===== src/rtl/holy_axil_arbiter.sv =====
// holy_axil_arbiter
//
// Round-robin 2:1 AXI-Lite arbiter. The debug module SBA master (s0) and the
// HOLY CORE data master (s1) share one AXI-Lite path (m) into the peripheral
// crossbar. Read and write channels are arbitrated independently. Each channel
// allows one outstanding transaction, and its grant is held from the address
// handshake through the response handshake.
//
// Optional feature macro: HOLY_AXIL_ARB_WATCHDOG_EN
//   When defined, each channel has a watchdog. A transaction still open
//   TIMEOUT_CYCLES cycles after grant is answered locally with SLVERR. Any late
//   downstream response is then sunk before the channel can grant again.
//   When undefined, timeout_o is tied to 0.
//
// Ports:
//   clk, rst_n           clock, asynchronous active-low reset
//   s0_* / s1_*          AXI-Lite slave ports (requester 0 / requester 1)
//   m_*                  AXI-Lite master port toward the crossbar
//   wr_grant, rd_grant   one-hot channel owner, 0 when the channel is idle
//   timeout_o            one-cycle pulse when a watchdog fires

module holy_axil_arbiter #(
    parameter int unsigned TIMEOUT_CYCLES = 256
) (
    input  logic        clk,
    input  logic        rst_n,
    // requester 0
    input  logic [31:0] s0_awaddr,
    input  logic        s0_awvalid,
    output logic        s0_awready,
    input  logic [31:0] s0_wdata,
    input  logic [3:0]  s0_wstrb,
    input  logic        s0_wvalid,
    output logic        s0_wready,
    output logic [1:0]  s0_bresp,
    output logic        s0_bvalid,
    input  logic        s0_bready,
    input  logic [31:0] s0_araddr,
    input  logic        s0_arvalid,
    output logic        s0_arready,
    output logic [31:0] s0_rdata,
    output logic [1:0]  s0_rresp,
    output logic        s0_rvalid,
    input  logic        s0_rready,
    // requester 1
    input  logic [31:0] s1_awaddr,
    input  logic        s1_awvalid,
    output logic        s1_awready,
    input  logic [31:0] s1_wdata,
    input  logic [3:0]  s1_wstrb,
    input  logic        s1_wvalid,
    output logic        s1_wready,
    output logic [1:0]  s1_bresp,
    output logic        s1_bvalid,
    input  logic        s1_bready,
    input  logic [31:0] s1_araddr,
    input  logic        s1_arvalid,
    output logic        s1_arready,
    output logic [31:0] s1_rdata,
    output logic [1:0]  s1_rresp,
    output logic        s1_rvalid,
    input  logic        s1_rready,
    // shared downstream
    output logic [31:0] m_awaddr,
    output logic        m_awvalid,
    input  logic        m_awready,
    output logic [31:0] m_wdata,
    output logic [3:0]  m_wstrb,
    output logic        m_wvalid,
    input  logic        m_wready,
    input  logic [1:0]  m_bresp,
    input  logic        m_bvalid,
    output logic        m_bready,
    output logic [31:0] m_araddr,
    output logic        m_arvalid,
    input  logic        m_arready,
    input  logic [31:0] m_rdata,
    input  logic [1:0]  m_rresp,
    input  logic        m_rvalid,
    output logic        m_rready,
    // status
    output logic [1:0]  wr_grant,
    output logic [1:0]  rd_grant,
    output logic        timeout_o
);

    typedef enum logic [1:0] {W_IDLE, W_ADDR, W_RESP} wr_state_e;
    typedef enum logic [1:0] {R_IDLE, R_ADDR, R_DATA} rd_state_e;

    wr_state_e wr_state_q, wr_state_d;
    rd_state_e rd_state_q, rd_state_d;
    logic      wr_owner_q, wr_owner_d, wr_last_q, wr_last_d;
    logic      rd_owner_q, rd_owner_d, rd_last_q, rd_last_d;
    logic      aw_done_q, aw_done_d, w_done_q, w_done_d;

    // Watchdog state seen by the FSMs; constant 0 when the watchdog is compiled out.
    logic      wr_err, wr_stale, rd_err, rd_stale;

    // Owner-side views of the requesters
    logic      own_awvalid, own_wvalid, own_bready, own_arvalid, own_rready;
    logic        wr_aw_ready, wr_w_ready, wr_b_valid;
    logic [1:0]  wr_b_resp;
    logic        rd_ar_ready, rd_r_valid;
    logic [1:0]  rd_r_resp;
    logic [31:0] rd_r_data;

    assign own_awvalid = wr_owner_q ? s1_awvalid : s0_awvalid;
    assign own_wvalid  = wr_owner_q ? s1_wvalid  : s0_wvalid;
    assign own_bready  = wr_owner_q ? s1_bready  : s0_bready;
    assign own_arvalid = rd_owner_q ? s1_arvalid : s0_arvalid;
    assign own_rready  = rd_owner_q ? s1_rready  : s0_rready;

    // Payload passthrough; only qualified by the valids driven below.
    assign m_awaddr = wr_owner_q ? s1_awaddr : s0_awaddr;
    assign m_wdata  = wr_owner_q ? s1_wdata  : s0_wdata;
    assign m_wstrb  = wr_owner_q ? s1_wstrb  : s0_wstrb;
    assign m_araddr = rd_owner_q ? s1_araddr : s0_araddr;

    // -------------------------------------------------------------------------
    // Write channel
    // -------------------------------------------------------------------------
    always_ff @(posedge clk or negedge rst_n) begin
        if (!rst_n) begin
            wr_state_q <= W_IDLE;
            wr_owner_q <= 1'b0;
            wr_last_q  <= 1'b1;
            aw_done_q  <= 1'b0;
            w_done_q   <= 1'b0;
        end else begin
            wr_state_q <= wr_state_d;
            wr_owner_q <= wr_owner_d;
            wr_last_q  <= wr_last_d;
            aw_done_q  <= aw_done_d;
            w_done_q   <= w_done_d;
        end
    end

    always_comb begin
        wr_state_d  = wr_state_q;
        wr_owner_d  = wr_owner_q;
        wr_last_d   = wr_last_q;
        aw_done_d   = aw_done_q;
        w_done_d    = w_done_q;
        m_awvalid   = 1'b0;
        m_wvalid    = 1'b0;
        m_bready    = wr_stale;  // sink a late B after a watchdog timeout
        wr_aw_ready = 1'b0;
        wr_w_ready  = 1'b0;
        wr_b_valid  = 1'b0;
        wr_b_resp   = m_bresp;

        if (wr_err) begin
            // Local SLVERR toward the owner; downstream valids stay low.
            wr_b_valid = 1'b1;
            wr_b_resp  = 2'b10;
            if (own_bready) wr_state_d = W_IDLE;
        end else begin
            unique case (wr_state_q)
                W_IDLE: begin
                    if (!wr_stale && (s0_awvalid || s1_awvalid)) begin
                        wr_owner_d = (s0_awvalid && s1_awvalid) ? ~wr_last_q : s1_awvalid;
                        wr_last_d  = wr_owner_d;
                        aw_done_d  = 1'b0;
                        w_done_d   = 1'b0;
                        wr_state_d = W_ADDR;
                    end
                end
                W_ADDR: begin
                    m_awvalid   = own_awvalid & ~aw_done_q;
                    m_wvalid    = own_wvalid & ~w_done_q;
                    wr_aw_ready = m_awready & ~aw_done_q;
                    wr_w_ready  = m_wready & ~w_done_q;
                    aw_done_d   = aw_done_q | (m_awvalid & m_awready);
                    w_done_d    = w_done_q | (m_wvalid & m_wready);
                    // AW and W may finish in either order or together.
                    if (aw_done_d && w_done_d) wr_state_d = W_RESP;
                end
                W_RESP: begin
                    wr_b_valid = m_bvalid;
                    m_bready   = own_bready;
                    if (m_bvalid && own_bready) wr_state_d = W_IDLE;
                end
                default: wr_state_d = W_IDLE;
            endcase
        end
    end

    assign wr_grant   = (wr_state_q == W_IDLE) ? 2'b00 : (wr_owner_q ? 2'b10 : 2'b01);
    assign s0_awready = wr_aw_ready & ~wr_owner_q;
    assign s1_awready = wr_aw_ready & wr_owner_q;
    assign s0_wready  = wr_w_ready & ~wr_owner_q;
    assign s1_wready  = wr_w_ready & wr_owner_q;
    assign s0_bvalid  = wr_b_valid & ~wr_owner_q;
    assign s1_bvalid  = wr_b_valid & wr_owner_q;
    assign s0_bresp   = wr_b_resp;
    assign s1_bresp   = wr_b_resp;

    // -------------------------------------------------------------------------
    // Read channel
    // -------------------------------------------------------------------------
    always_ff @(posedge clk or negedge rst_n) begin
        if (!rst_n) begin
            rd_state_q <= R_IDLE;
            rd_owner_q <= 1'b0;
            rd_last_q  <= 1'b1;
        end else begin
            rd_state_q <= rd_state_d;
            rd_owner_q <= rd_owner_d;
            rd_last_q  <= rd_last_d;
        end
    end

    always_comb begin
        rd_state_d  = rd_state_q;
        rd_owner_d  = rd_owner_q;
        rd_last_d   = rd_last_q;
        m_arvalid   = 1'b0;
        m_rready    = rd_stale;  // sink a late R after a watchdog timeout
        rd_ar_ready = 1'b0;
        rd_r_valid  = 1'b0;
        rd_r_resp   = m_rresp;
        rd_r_data   = m_rdata;

        if (rd_err) begin
            rd_r_valid = 1'b1;
            rd_r_resp  = 2'b10;
            rd_r_data  = '0;
            if (own_rready) rd_state_d = R_IDLE;
        end else begin
            unique case (rd_state_q)
                R_IDLE: begin
                    if (!rd_stale && (s0_arvalid || s1_arvalid)) begin
                        rd_owner_d = (s0_arvalid && s1_arvalid) ? ~rd_last_q : s1_arvalid;
                        rd_last_d  = rd_owner_d;
                        rd_state_d = R_ADDR;
                    end
                end
                R_ADDR: begin
                    m_arvalid   = own_arvalid;
                    rd_ar_ready = m_arready;
                    if (own_arvalid && m_arready) rd_state_d = R_DATA;
                end
                R_DATA: begin
                    rd_r_valid = m_rvalid;
                    m_rready   = own_rready;
                    if (m_rvalid && own_rready) rd_state_d = R_IDLE;
                end
                default: rd_state_d = R_IDLE;
            endcase
        end
    end

    assign rd_grant   = (rd_state_q == R_IDLE) ? 2'b00 : (rd_owner_q ? 2'b10 : 2'b01);
    assign s0_arready = rd_ar_ready & ~rd_owner_q;
    assign s1_arready = rd_ar_ready & rd_owner_q;
    assign s0_rvalid  = rd_r_valid & ~rd_owner_q;
    assign s1_rvalid  = rd_r_valid & rd_owner_q;
    assign s0_rresp   = rd_r_resp;
    assign s1_rresp   = rd_r_resp;
    assign s0_rdata   = rd_r_data;
    assign s1_rdata   = rd_r_data;

    // -------------------------------------------------------------------------
    // Watchdog
    // -------------------------------------------------------------------------
`ifdef HOLY_AXIL_ARB_WATCHDOG_EN
    localparam int unsigned    CntW   = $clog2(TIMEOUT_CYCLES);
    localparam logic [CntW-1:0] CntMax = CntW'(TIMEOUT_CYCLES - 1);

    logic [CntW-1:0] wr_cnt_q, rd_cnt_q;
    logic            wr_err_q, wr_stale_q, rd_err_q, rd_stale_q, timeout_q;
    logic            wr_fire, rd_fire;

    // Fire on the last cycle of the budget unless the real response completes now.
    assign wr_fire = (wr_state_q != W_IDLE) && !wr_err_q && (wr_cnt_q == CntMax) &&
                     !((wr_state_q == W_RESP) && m_bvalid && own_bready);
    assign rd_fire = (rd_state_q != R_IDLE) && !rd_err_q && (rd_cnt_q == CntMax) &&
                     !((rd_state_q == R_DATA) && m_rvalid && own_rready);

    always_ff @(posedge clk or negedge rst_n) begin
        if (!rst_n) begin
            wr_cnt_q   <= '0;
            rd_cnt_q   <= '0;
            wr_err_q   <= 1'b0;
            rd_err_q   <= 1'b0;
            wr_stale_q <= 1'b0;
            rd_stale_q <= 1'b0;
            timeout_q  <= 1'b0;
        end else begin
            timeout_q <= wr_fire | rd_fire;

            if (wr_state_q == W_IDLE)  wr_cnt_q <= '0;
            else if (wr_cnt_q != CntMax) wr_cnt_q <= wr_cnt_q + CntW'(1);
            if (rd_state_q == R_IDLE)  rd_cnt_q <= '0;
            else if (rd_cnt_q != CntMax) rd_cnt_q <= rd_cnt_q + CntW'(1);

            if (wr_fire)                      wr_err_q <= 1'b1;
            else if (wr_state_d == W_IDLE)    wr_err_q <= 1'b0;
            if (rd_fire)                      rd_err_q <= 1'b1;
            else if (rd_state_d == R_IDLE)    rd_err_q <= 1'b0;

            // A late response can only come if the request fully reached the slave.
            if (wr_fire && (wr_state_q == W_RESP)) wr_stale_q <= 1'b1;
            else if (wr_stale_q && m_bvalid)       wr_stale_q <= 1'b0;
            if (rd_fire && (rd_state_q == R_DATA)) rd_stale_q <= 1'b1;
            else if (rd_stale_q && m_rvalid)       rd_stale_q <= 1'b0;
        end
    end

    assign wr_err    = wr_err_q;
    assign wr_stale  = wr_stale_q;
    assign rd_err    = rd_err_q;
    assign rd_stale  = rd_stale_q;
    assign timeout_o = timeout_q;
`else
    logic unused_timeout_cycles;
    assign unused_timeout_cycles = ^TIMEOUT_CYCLES;

    assign wr_err    = 1'b0;
    assign wr_stale  = 1'b0;
    assign rd_err    = 1'b0;
    assign rd_stale  = 1'b0;
    assign timeout_o = 1'b0;
`endif

endmodule


===== config.mk =====
export PLATFORM = sky130hd
export DESIGN_NAME = holy_axil_arbiter
export DESIGN_NICKNAME = d
export VERILOG_FILES = /design/src/rtl/holy_axil_arbiter.sv
export SDC_FILE = /design/constraint.sdc
export NUM_CORES = 1
export LEC_CHECK = 0
export BUFFER_PORTS_ARGS = -buffer_cell sky130_fd_sc_hd__buf_4
export CAP_MARGIN = 25
export CORE_AREA = 2 2 174 176
export DETAILED_ROUTE_END_ITERATION = 6
export DIE_AREA = 0 0 176 178
export GPL_ROUTABILITY_DRIVEN = 0
export PLACE_DENSITY = 0.44
export SYNTH_ARGS = -nofsm -noshare
export SYNTH_HDL_FRONTEND = slang
export SYNTH_SLANG_ARGS = --single-unit

===== constraint.sdc =====
create_clock -name clk -period 2.05 [get_ports clk]
set_clock_uncertainty 0.1 [all_clocks]
set_input_delay 0.205 -clock clk [delete_from_list [all_inputs] [get_ports clk]]
set_output_delay 0.205 -clock clk [all_outputs]
set_load 0.02 [all_outputs]

==> results of run 1 <==
-- metrics by stage --
| stage | hold WS (ps) | cell area [um2] | setup WS [ps] |
|---|---|---|---|
| 2_1_floorplan | -191 | 2430 | 540 |
| 3_3_place_gp | -35.3 | 4850 | 350 |
| 3_5_place_dp | -34.4 | 4850 | 341 |
| 4_1_cts | 45.2 | 4950 | 69.4 |
| 5_1_grt | 67.1 | 4950 | 9.19 |
| 6_report | 59.5 | 4950 | 79.9 |
-- synth_stat cells --
| master | count | share of area, % |
|---|---|---|
| sky130_fd_sc_hd__o31a_1 | 1 | 0.36 |
| sky130_fd_sc_hd__a21oi_1 | 5 | 1.0 |
| sky130_fd_sc_hd__and3_1 | 3 | 0.77 |
| sky130_fd_sc_hd__dfrtp_1 | 8 | 8.2 |
| sky130_fd_sc_hd__conb_1 | 1 | 0.15 |
| sky130_fd_sc_hd__buf_4 | 74 | 23 |
| sky130_fd_sc_hd__o31ai_1 | 1 | 0.31 |
| sky130_fd_sc_hd__or3b_2 | 2 | 0.72 |
| sky130_fd_sc_hd__nand2_1 | 9 | 1.4 |
| sky130_fd_sc_hd__buf_6 | 6 | 2.8 |
| sky130_fd_sc_hd__mux2_4 | 2 | 1.2 |
| sky130_fd_sc_hd__a32o_1 | 2 | 0.82 |
| sky130_fd_sc_hd__buf_2 | 7 | 1.4 |
| sky130_fd_sc_hd__a31oi_1 | 2 | 0.51 |
| sky130_fd_sc_hd__o32ai_1 | 1 | 0.36 |
| sky130_fd_sc_hd__mux2_2 | 100 | 46 |
| sky130_fd_sc_hd__dfstp_2 | 2 | 2.2 |
| sky130_fd_sc_hd__o21ai_0 | 5 | 1.0 |
| sky130_fd_sc_hd__inv_1 | 3 | 0.46 |
| sky130_fd_sc_hd__mux2i_1 | 3 | 1.2 |
| sky130_fd_sc_hd__nor3b_1 | 2 | 0.62 |
| sky130_fd_sc_hd__nand2b_1 | 2 | 0.51 |
| sky130_fd_sc_hd__a21oi_2 | 2 | 0.72 |
| sky130_fd_sc_hd__nor2_1 | 13 | 2.0 |
| sky130_fd_sc_hd__nor2b_1 | 8 | 2.1 |
-- what timing repair did --
item                                    CTS  global route
endpoints found under the setup margin    0             0
hold buffers                              1             0
endpoints found under the hold margin    10             0
-- layout make-up --
type | instances | area (um2)
clock buffer | 4 | 88.8
fill | 3318 | 24500
inverter | 3 | 11.3
multi-input combinational | 164 | 1510
sequential | 10 | 256
tap | 390 | 488
timing repair buffer | 340 | 2590
-- power by group --
group | total (mW) | switching [mW] | internal [mW]
Clock | 0.397 | 0.103 | 0.294
Sequential | 0.477 | 0.164 | 0.314
Combinational | 4.26 | 2.07 | 2.19
Total | 5.13 | 2.34 | 2.80
-- routing by layer --
layer | global-route usage, % | up-vias | share of wire [%]
met5 | 0 | - | 0
met4 | 1.52 | 0 | 1.0
met3 | 2.79 | 10 | 11
met2 | 9.94 | 202 | 47
met1 | 8.21 | 1221 | 41
li1 | - | 1359 | -
-- kinds of logic (layout without fill, tap and decap cells) --
| logic type | Yosys count | count (layout) | share of synthesized area [%] |
|---|---|---|---|
| compound gates | 19 | 19 | 5.14 |
| buf+inv | 90 | 347 | 27.5 |
| flops | 10 | 10 | 10.4 |
| mux | 105 | 105 | 48.7 |
| other cells | 1 | 1 | 0.154 |
| simple gates | 39 | 39 | 8.07 |
-- cells in the final DEF (no fill, tap or decap), drive strengths merged --
cell,instances
nand2,9
o31ai,1
inv,3
mux2,102
a32o,2
clkbuf,4
nand2b,2
conb,1
and3,3
dfstp,2
a31oi,2
nor2,13
nor3b,2
or3b,2
mux2i,3
dlygate4sd3,1
dfrtp,8
a21oi,7
buf,339
o31a,1
o21ai,5
o32ai,1
nor2b,8
-- sequential cells by signal, indices dropped and copies added, names as in the netlist --
| name | cells |
|---|---|
| aw_done_q | 1 |
| rd_owner_q | 1 |
| w_done_q | 1 |
| rd_last_q | 1 |
| wr_last_q | 1 |
| rd_state_q | 2 |
| wr_state_q | 2 |
| wr_owner_q | 1 |
-- path summary, 6_finish.rpt --
kind                       depth (start not counted)             to     startpoint
max                                                3    m_wdata[20]     wr_owner_q
min                                                2      rd_last_q     s0_arvalid
max reg2reg                                        4  wr_state_q[1]     wr_owner_q
min reg2reg                                        1  rd_state_q[0]  rd_state_q[1]
max in group asynchronous                          2      rd_last_q          rst_n
min in group asynchronous                          2       w_done_q          rst_n
-- critical path, delay by kind of cell (launching register included) --
| kind | cells | cell delay [ps] |
|---|---|---|
| flops | 1 | 590 |
| mux | 1 | 370 |
| buf+inv | 2 | 470 |
==> impl.org, run 1 <==
** Status
- Outcome :: complete, no violations

** Place
- Once placement completed, the tool counted placed cells totaling 906.
- The wire-length estimate of the detail-placed layout is 10,300 um.
- During placement, the flow inserted port buffers numbering 335.

** Final layout
- The finished layout holds 911 standard cells, fillers aside.
- Number of nets at the end of the flow :: 775
- At the end of the flow the core is filled with cells to 16.8%.
- Area added between synthesis and finish :: 103%
- Diodes inserted :: 0
- Of the cells placed in the final design, the portion with a size suffix greater than 1 is 86.8%.

** Floorplan
- Die span in y :: 178 um
- Pin placement for this block handled 445 I/O pins.
- The die is 176 um wide.
- Starting density of the core :: 8.28%
- The die covers 31,300 um2.
- Floorplan row count :: 63
- The floorplan step defined a core boundary enclosing 29,400 um2.

** Drt
- Summed over all layers, the routed wires come to 11,500 um.
- After detailed routing, the average wire length per cell comes to 12.6 um.
- After detailed routing, the number of vias per cell comes to 3.06.
- The pre-antenna-repair detailed-routing pass consisted of 4 iterations.
- After the first detailed-routing iteration, the DRC count stood at 57.
- Total number of vias :: 2,792
- ANT nets after route :: 0
- Remaining routing DRC violations :: 0

** Critical path
- For the worst setup path, the data arrival time is 1670 ps.
- The setup check on the worst reg-to-reg path leaves a slack of 580 ps.
- CP Cell Sequence :: buf_4 > mux2_2 > buf_4
- Delay of the slowest cell on the worst path :: 590 ps
- The worst setup path is of the reg2out kind.
- The worst setup path is captured at a primary output.
- The worst setup path is launched from a flip-flop.
- Maximum net fanout on the critical path :: 18
- Required time at the endpoint of the critical path :: 1750 ps
- The slowest stage of the critical path is the sky130_fd_sc_hd__dfrtp_4 cell.
- Counting stages on the worst path, the most repeated cell is sky130_fd_sc_hd__buf_4.

** Yosys
- Syn Area/Cell :: 9.22 um2
- Total of flip-flops plus latches after synthesis :: 10
- In this run, distinct cell masters in the synthesized netlist total 25.
- Gate count of the mapped netlist :: 264
- Ys Warns :: 0
- Synthesized Nets :: 517
- After synthesis, flip-flops and latches occupy 10.4% of the total area.
- After synthesis the cells add up to 2430 um2.

** Pwr
- Leakage power total :: 2.38 nW
- For this design the ratio of total power to cell area is 1040 nW/um2.
- Overall power consumption after layout is estimated at 5.13 mW.
- Across the VDD grid, the largest voltage drop is 0.305 mV.

** Clock network
- TritonCTS clock tree :: built
- Number of buffers between clock root and the deepest sink :: 2
- Clock latency at the later pin of the worst-skew pair :: 240 ps
- Once the clock tree was built, the setup fixing pass inserted 0 buffers.
- Cts bufs inserted :: 3
- H-tree depth :: 1
- CTS placed an instance of sky130_fd_sc_hd__clkbuf_16 at the clock tree root.
- CTS saw 10 sinks.
- CTS resizes :: 0
- Clock edge transition at the registers on the reported setup and hold paths :: 40 ps

** Timing
- Count of endpoints failing hold in the final timing report :: 0
- Period utilization :: 96.1%
- Fmax :: 508 MHz
- Pins Over Slew Limit :: 0
- Setup violations remaining at the end of the flow were counted as 0.
- Setup_tns :: 0 ps
- Post-layout min period :: 1970 ps
- RSZ-0062 raised after global routing :: false

** Global routing
- Maximum number of pins on one net before global-route repair :: 42
- Number of global-route vias before repair :: 2,645
- Total routing usage reported by global routing :: 6.42%
- First-pass GRT wire length :: 15,400 um
- The initial antenna violation count is 0.
- The total overflow left after global routing is 0.

** Run
- Max-cap violations in this run came to 0.

** Min path
- Kind of path behind the tightest hold check :: in2reg
(Power assumes the default switching activity.)
==> run 2: changes to the inputs <==
==> config.mk (replaced) <==
export PLATFORM = sky130hd
export DESIGN_NAME = holy_axil_arbiter
export DESIGN_NICKNAME = d
export VERILOG_FILES = /design/src/rtl/holy_axil_arbiter.sv
export SDC_FILE = /design/constraint.sdc
export NUM_CORES = 1
export LEC_CHECK = 0
export ABC_AREA = 1
export BUFFER_PORTS_ARGS = -buffer_cell sky130_fd_sc_hd__buf_4
export CAP_MARGIN = 25
export CORE_AREA = 2 2 173 175
export DETAILED_ROUTE_END_ITERATION = 6
export DIE_AREA = 0 0 175 177
export GPL_ROUTABILITY_DRIVEN = 0
export PLACE_DENSITY = 0.45
export SYNTH_ARGS = -nofsm -noshare
export SYNTH_HDL_FRONTEND = slang
export SYNTH_SLANG_ARGS = --single-unit
==> run 2 against run 1 <==
Global-route usage rose by 1.2 points. Largest power group unchanged. Setup slack improved by 170 ps. Highest routed layer unchanged. First-iteration DRC count rose by 82%. Sequential share of layout area fell by 0.064 points. Area after synthesis rose by 2.9%.
==> impl.org, run 2 <==
** Status
- The flow ran to the end, and the final reports show no timing, DRC or antenna violations.

** Yosys
- Post-synth ARST share :: 100% (unchanged)
- Yosys top cell area share :: 49.5% (+3.2 points)
- Biggest area contributors in the synthesized netlist :: sky130_fd_sc_hd__nand2_1 (49%), sky130_fd_sc_hd__buf_4 (22%), sky130_fd_sc_hd__dfrtp_1 (8.0%)
- Post-synth EDFFs :: 0 (unchanged)
- The synthesized netlist cell count came to 500 (+89%).
- Library cell with the highest instance count after synthesis :: sky130_fd_sc_hd__nand2_1
- The total standard cell area after synthesis was 2500 um2 (+2.9%).
- For this run, the leading register cell type out of synthesis is sky130_fd_sc_hd__dfrtp_1.
- Syn Area/Cell :: 5.01 um2 (-46%)
- Total of flip-flops plus latches after synthesis :: 10 (unchanged)
- sky130_fd_sc_hd__nand2_1 takes more of the synthesized area than any other cell.
- Post-synthesis sequential area ratio :: 10.1% (-0.29 points)
- Synthesized Nets :: 753 (+46%)
- Ranking of synthesized cells by instance count :: sky130_fd_sc_hd__nand2_1 (330), sky130_fd_sc_hd__buf_4 (75), sky130_fd_sc_hd__nor2_1 (23), sky130_fd_sc_hd__inv_1 (14), sky130_fd_sc_hd__buf_2 (11)
- Unique masters post-synth :: 21 (-16%)
- The number of warning messages in the yosys log was 0 (unchanged).

** Critical path
- The data arrival at the endpoint of the critical path came to 1500 ps (-170 ps).
- The critical path data required time is 1750 ps (about the same).
- Slack of the worst reg-to-reg path :: 540 ps (-40 ps)
- By startpoint and endpoint, the worst setup path is classified as reg2out.
- Nature of the critical path startpoint :: flip-flop
- The maximum net fanout on the critical path was 38 (+20).
- For this design, the slowest cell found on the critical path is sky130_fd_sc_hd__buf_4.
- The critical path goes through buf_4 > mux2i_1 > nor2_1 > buf_4.
- Buffers & Inverters on Critical Path :: 2 (unchanged)
- Element type at the critical path end :: primary output
- CP dominant cell by count :: sky130_fd_sc_hd__buf_4
- The worst stage delay on the critical path was 370 ps (-220 ps).
- The kind of cell with the highest combined delay along the critical path is buffers and inverters.

** Drt
- ANT nets after route :: 0 (unchanged)
- The total number of vias was 3,753 (+34%).
- The DRC violation count after routing is 0 (unchanged).
- The routed wire length is 12,900 um (+12%).
- The detailed-router iteration count before antenna repair was 4 (unchanged).
- The starting DRC count in detailed routing was 104 (+82%).
- WL/cell :: 11.3 um (-11%)
- The vias per cell is 3.28 (+7.0%).

** Clock network
- Cts bufs inserted :: 3 (unchanged)
- Clock edge transition at the registers on the reported setup and hold paths :: 40 ps (about the same)
- The tree is rooted in a sky130_fd_sc_hd__clkbuf_16.
- Count of clock tree sinks :: 10 (unchanged)
- Number of buffers between clock root and the deepest sink :: 2 (unchanged)
- TritonCTS clock tree :: built
- CTS resizes :: 0 (unchanged)
- The maximum level of the CTS H-tree came to 1 (unchanged).
- The later-pin clock latency in the skew report is 230 ps (about the same).

** Final layout
- The library cell used most frequently in the layout, excluding fill and tap cells, is sky130_fd_sc_hd__buf_4.
- Most frequent cells in the layout :: sky130_fd_sc_hd__buf_4 (344), sky130_fd_sc_hd__nand2_1 (330), sky130_fd_sc_hd__nor2_1 (23)
- In the final layout, the registers with the most flip-flops are rd_state_q: 2 flops, wr_state_q: 2 flops.
- The post-route cell area is 4960 um2 (+0.25%).
- The fraction of layout instances using a drive strength above 1 was 47.1% (-40 points).
- Area added between synthesis and finish :: 98.2%
- The net count reported at finish is 1,007 (+30%).

** Timing
- Setup violations, final :: 0 (unchanged)
- Count of endpoints failing hold in the final timing report :: 0 (unchanged)
- Period utilization :: 87.9% (-8.2 points)
- The sum of negative setup slack came to 0 ps (unchanged).
- The final critical-path required period is 1800 ps (-169 ps).
- Fmax :: 555 MHz (+9.4%)
- Pins Over Slew Limit :: 0 (unchanged)
- Setup repair after global routing left no endpoint under its margin.
- Fin worst setup slack :: 249 ps (+169 ps)

** Floorplan
- The floorplan row count was 63 (unchanged).
- The effective utilization at floorplan is 8.56% (+0.28 points).
- IO Pins :: 445 (unchanged)
- X dimension of the die :: 175 um (-0.57%)
- Die span in y :: 177 um (-0.56%)
- Floorplan die area :: 31,000 um2 (-1.1%)
- The core footprint was 29,200 um2 (-0.54%).

** Pwr
- Maximum ir drop on the vdd rail :: 0.448 mV (+47%)
- The leakage power figure came to 2.96 nW (+25%).
- Power Density :: 1200 nW/um2 (+15%)
- The overall power after layout came to 5.94 mW (+16%).

** Place
- Setup Slack @ Placement :: 406 ps (+65.7 ps)
- The count of input and output buffers was 335 (unchanged).
- Cell area after placement :: 4860 um2 (+0.21%)
- HPWL after DPL :: 11,300 um (+9.9%)

** Global routing
- The via count of the first global-routing pass was 3,691 (+40%).
- Grt ovf :: 0 (unchanged)
- The initial antenna violation count was 1 (+1).
- The pin count of the biggest net entering global routing is 40 (-4.8%).
- Total routing usage reported by global routing :: 7.62% (+1.2 points)
- First-pass GRT wire length :: 18,500 um (+20%)

** Run
- MaxCap Viol Count :: 0 (unchanged)

** Min path
- Kind of path behind the tightest hold check :: in2reg
[run 2: cell count changes after synthesis, moves of 5 or more]
cell / before / now
sky130_fd_sc_hd__mux2_2: 100 / 0
sky130_fd_sc_hd__inv_1: 3 / 14
sky130_fd_sc_hd__nand2_1: 9 / 330
sky130_fd_sc_hd__nor2_1: 13 / 23
sky130_fd_sc_hd__nand3_1: 0 / 5
sky130_fd_sc_hd__nor2b_1: 8 / 0
[run 2: worst reg2reg max path, cell delays in order (launching register included)]
cell,delay [ps]
sky130_fd_sc_hd__dfrtp_2,380
sky130_fd_sc_hd__buf_4,330
sky130_fd_sc_hd__nand2_1,120
sky130_fd_sc_hd__nand2_1,90
sky130_fd_sc_hd__nand3_1,90
sky130_fd_sc_hd__nand2_1,110
sky130_fd_sc_hd__nand2_1,60
sky130_fd_sc_hd__nand2_1,50
sky130_fd_sc_hd__nand2_1,60
[run 2: routing by layer]
| layer | track usage, % | vias to the layer above | part of all wire, % |
|---|---|---|---|
| met3 | 3.03 | 31 | 12 |
| met1 | 7.18 | 1539 | 34 |
| met4 | 2.67 | 0 | 2.8 |
| met2 | 14.8 | 257 | 51 |
| met5 | 0 | - | 0 |
| li1 | - | 1926 | - |
[run 2: cell type report]
type | instances | area (um2)
timing repair buffer | 345 | 2590
clock buffer | 4 | 88.8
tap | 390 | 488
antenna | 1 | 2.50
fill | 3371 | 24300
multi-input combinational | 379 | 1480
sequential | 10 | 254
inverter | 15 | 56.3
[run 2: final timing paths]
path | startpoint | end | cells after the start
max | rd_owner_q | m_arvalid | 4
min | m_arready | rd_state_q[1] | 3
max reg2reg | wr_owner_q | wr_state_q[0] | 8
min reg2reg | rd_last_q | rd_last_q | 2
max in group asynchronous | rst_n | wr_last_q | 2
min in group asynchronous | rst_n | rd_state_q[1] | 2
[run 2: power by group]
part	leakage [nW]	internal, mW	total, mW	switching [mW]
clock network	0.0442	0.294	0.388	0.0946
registers	0.120	0.308	0.381	0.0726
logic	2.80	2.01	5.17	3.16
total	2.96	2.61	5.94	3.33
[run 2: through the flow]
stage	util [%]	cells	hold slack, ps
finish	17.0	1144	102
global route	17.0	1143	111
CTS	17.0	1143	102
detailed placement	16.6	1138	-42.2
global placement	16.6	1138	-38.6
floorplan	-	500	-191
[run 2: cell families after synthesis]
kind of cell | count (synthesis) | synth area share [%]
compound gates | 11 | 2.40
buf+inv | 111 | 30.8
flops | 10 | 10.1
mux | 2 | 0.800
other cells | 1 | 0.150
simple gates | 365 | 55.7
[run 2: what timing repair did]
| action | in CTS | in global routing |
|---|---|---|
| setup buffers | 0 | 0 |
| hold buffers | 1 | 0 |
| hold endpoints to repair | 10 | 0 |
==> run 3: changes to the inputs <==
--- a/config.mk
+++ b/config.mk
@@ -9,6 +9,7 @@
 export BUFFER_PORTS_ARGS = -buffer_cell sky130_fd_sc_hd__buf_4
 export CAP_MARGIN = 25
 export CORE_AREA = 2 2 173 175
+export CTS_BUF_LIST = sky130_fd_sc_hd__clkbuf_4
 export DETAILED_ROUTE_END_ITERATION = 6
 export DIE_AREA = 0 0 175 177
 export GPL_ROUTABILITY_DRIVEN = 0
==> run 3 against run 2 <==
Setup slack got worse by 43 ps. Combinational power about the same. First-iteration DRC count decreased by 4.8%. Cell area down 1.2%. Core utilization fell by 0.21 points. Total power down 4.1%. Maximum frequency decreased by 2.3%. Critical path type unchanged. Critical endpoint is now m_bready. Largest cell class unchanged. Largest power group unchanged.
==> impl.org, run 3 (same netlist as run 2, synthesis figures left out) <==
** Clock network
- The worst-case clock buffer depth came to 2 (unchanged).
- TritonCTS clock tree :: built
- CTS resizes :: 0 (unchanged)
- The clock-pin slew reported for the worst setup and hold paths after clock tree synthesis came to 80 ps (+40 ps).
- The maximum level of the CTS H-tree is 1 (unchanged).
- The cell sitting at the root of the clock tree is a sky130_fd_sc_hd__clkbuf_4.
- The later-pin clock latency in the skew report came to 270 ps (+40 ps).
- Count of clock tree sinks :: 10 (unchanged)
- Cts bufs inserted :: 3 (unchanged)

** Drt
- Detailed Routing Iterations Pass 1 :: 4 (unchanged)
- ANT nets after route :: 0 (unchanged)
- The total number of vias is 3,746 (-0.19%).
- The DRC violation count after routing came to 0 (unchanged).
- Via/cell ratio :: 3.27 (-0.27%)
- The starting DRC count in detailed routing is 99 (-4.8%).
- WL/cell :: 11.2 um (-0.17%)
- Post-Route WL :: 12,900 um (about the same)

** Global routing
- The overflow left after global routing is 0 (unchanged).
- The pin count of the biggest net entering global routing is 40 (unchanged).
- The global-route usage over all layers was 7.63% (+0.014 points).
- The initial antenna violation count came to 2 (+1).
- The via count of the first global-routing pass came to 3,690 (-0.027%).
- First-pass GRT wire length :: 18,600 um (about the same)

** Critical path
- The maximum net fanout on the critical path was 5 (-87%).
- Required time at the endpoint of the critical path :: 1750 ps (about the same)
- The worst setup path is of the reg2out kind.
- The worst setup path is launched from a flip-flop.
- Worst endpoint data arrival time :: 1540 ps (+40 ps)
- Element type at the critical path end :: primary output

** Floorplan
- Floorplan row count :: 63 (unchanged)
- X dimension of the die :: 175 um (unchanged)
- The core footprint was 29,200 um2 (unchanged).
- The number of ports placed on the die boundary came to 445 (unchanged).
- Starting density of the core :: 8.56% (unchanged)
- Die span in y :: 177 um (unchanged)
- The die area was 31,000 um2 (unchanged).

** Place
- The standard cell area after detailed placement is 4860 um2 (unchanged).
- HPWL after DPL :: 11,300 um (unchanged)
- Count of input and output buffers :: 335 (unchanged)
- The pre-CTS setup slack was 406 ps (unchanged).
- The number of instances in the placed design came to 1,138 (unchanged).

** Min path
- The worst hold path belongs to the class in2reg.

** Pwr
- The overall power after layout was 5.70 mW (-4.1%).
- Leakage power total :: 2.93 nW (-0.97%)
- Power Density :: 1160 nW/um2 (-2.9%)
- Maximum ir drop on the vdd rail :: 0.452 mV (+0.90%)

** Timing
- The final critical-path required period was 1840 ps (+43.3 ps).
- Setup repair after global routing left no endpoint under its margin.
- The sum of negative setup slack was 0 ps (unchanged).
- The final count of pins violating max slew is 0 (unchanged).
- The hold slack came to 71.7 ps (-29.9 ps).
- Fmax :: 542 MHz (-2.3%)
- The hold violation total from the final report came to 0 (unchanged).
- Setup violations, final :: 0 (unchanged)
- The part of the cycle the worst path needs came to 90.0% (+2.1 points).
- The smallest setup slack after layout was 205 ps (-43.3 ps).

** Final layout
- Most frequent cells in the layout :: sky130_fd_sc_hd__buf_4 (344), sky130_fd_sc_hd__nand2_1 (330), sky130_fd_sc_hd__nor2_1 (23)
- Relative to the synthesized area, the layout overhead comes to 95.8%.
- The final-layout fill cell count came to 3,377 (+0.18%).
- The fraction of the core area covered by cells at the end of the flow came to 16.8% (-0.21 points).
- Most frequent standard cell in the layout excluding fill and tap cells :: sky130_fd_sc_hd__buf_4
- The fraction of layout instances using a drive strength above 1 was 47.0% (-0.13 points).
- The net count reported at finish is 1,007 (unchanged).
- The number of standard cells in the layout, taps in and fillers out came to 1,145 (+0.087%).
- Regs by FF count :: rd_state_q: 2 flops, wr_state_q: 2 flops
- The post-route cell area is 4900 um2 (-1.2%).

** Status
- Outcome :: complete, no violations

** Run
- The reported max-cap violation count was 0 (unchanged).
[run 3: power by group]
group,internal (mW),switching (mW)
Sequential,0.307,0.0726
Combinational,2.01,3.17
Clock,0.0703,0.0746
[run 3: path summary, 6_finish.rpt]
| path | start | slack [ps] | to | depth (start not counted) |
|---|---|---|---|---|
| max | wr_state_q[1] | 210 | m_bready | 4 |
| min in group asynchronous | rst_n | 230 | wr_state_q[1] | 2 |
| max in group asynchronous | rst_n | 1390 | rd_last_q | 2 |
| min reg2reg | rd_last_q | 370 | rd_last_q | 2 |
| max reg2reg | wr_owner_q | 530 | wr_state_q[0] | 8 |
| min | m_arready | 70 | rd_state_q[1] | 3 |
[run 3: repair_timing]
item                                   in CTS  in global routing
buffers inserted                            0                  0
endpoints found under the hold margin      10                  0
hold buffers                                1                  0
[run 3: routing by layer]
metal  track usage (%)  share of wire (%)  wire [um]
met2              14.8                 51       6510
met5                 0                  0          0
met3              3.09                 12       1550
met1              7.18                 35       4460
met4              2.67                2.7        354
[run 3: critical path: stages, from the launching register on]
cell	delay, ps
sky130_fd_sc_hd__dfrtp_1	460
sky130_fd_sc_hd__inv_1	70
sky130_fd_sc_hd__nor2_1	150
sky130_fd_sc_hd__a21boi_0	380
sky130_fd_sc_hd__buf_4	220
[run 3: area by class of cell]
type | count | area [um2] | share of cell area [%]
flip-flops and latches | 10 | 254 | 5.18
inverters | 15 | 56.3 | 1.15
clock inverters | 1 | 3.75 | 0.0766
well taps | 390 | 488 | 9.96
clock buffers | 3 | 22.5 | 0.460
multi-input cells | 379 | 1480 | 30.2
repair buffers | 345 | 2590 | 52.9
diodes | 2 | 5.00 | 0.102
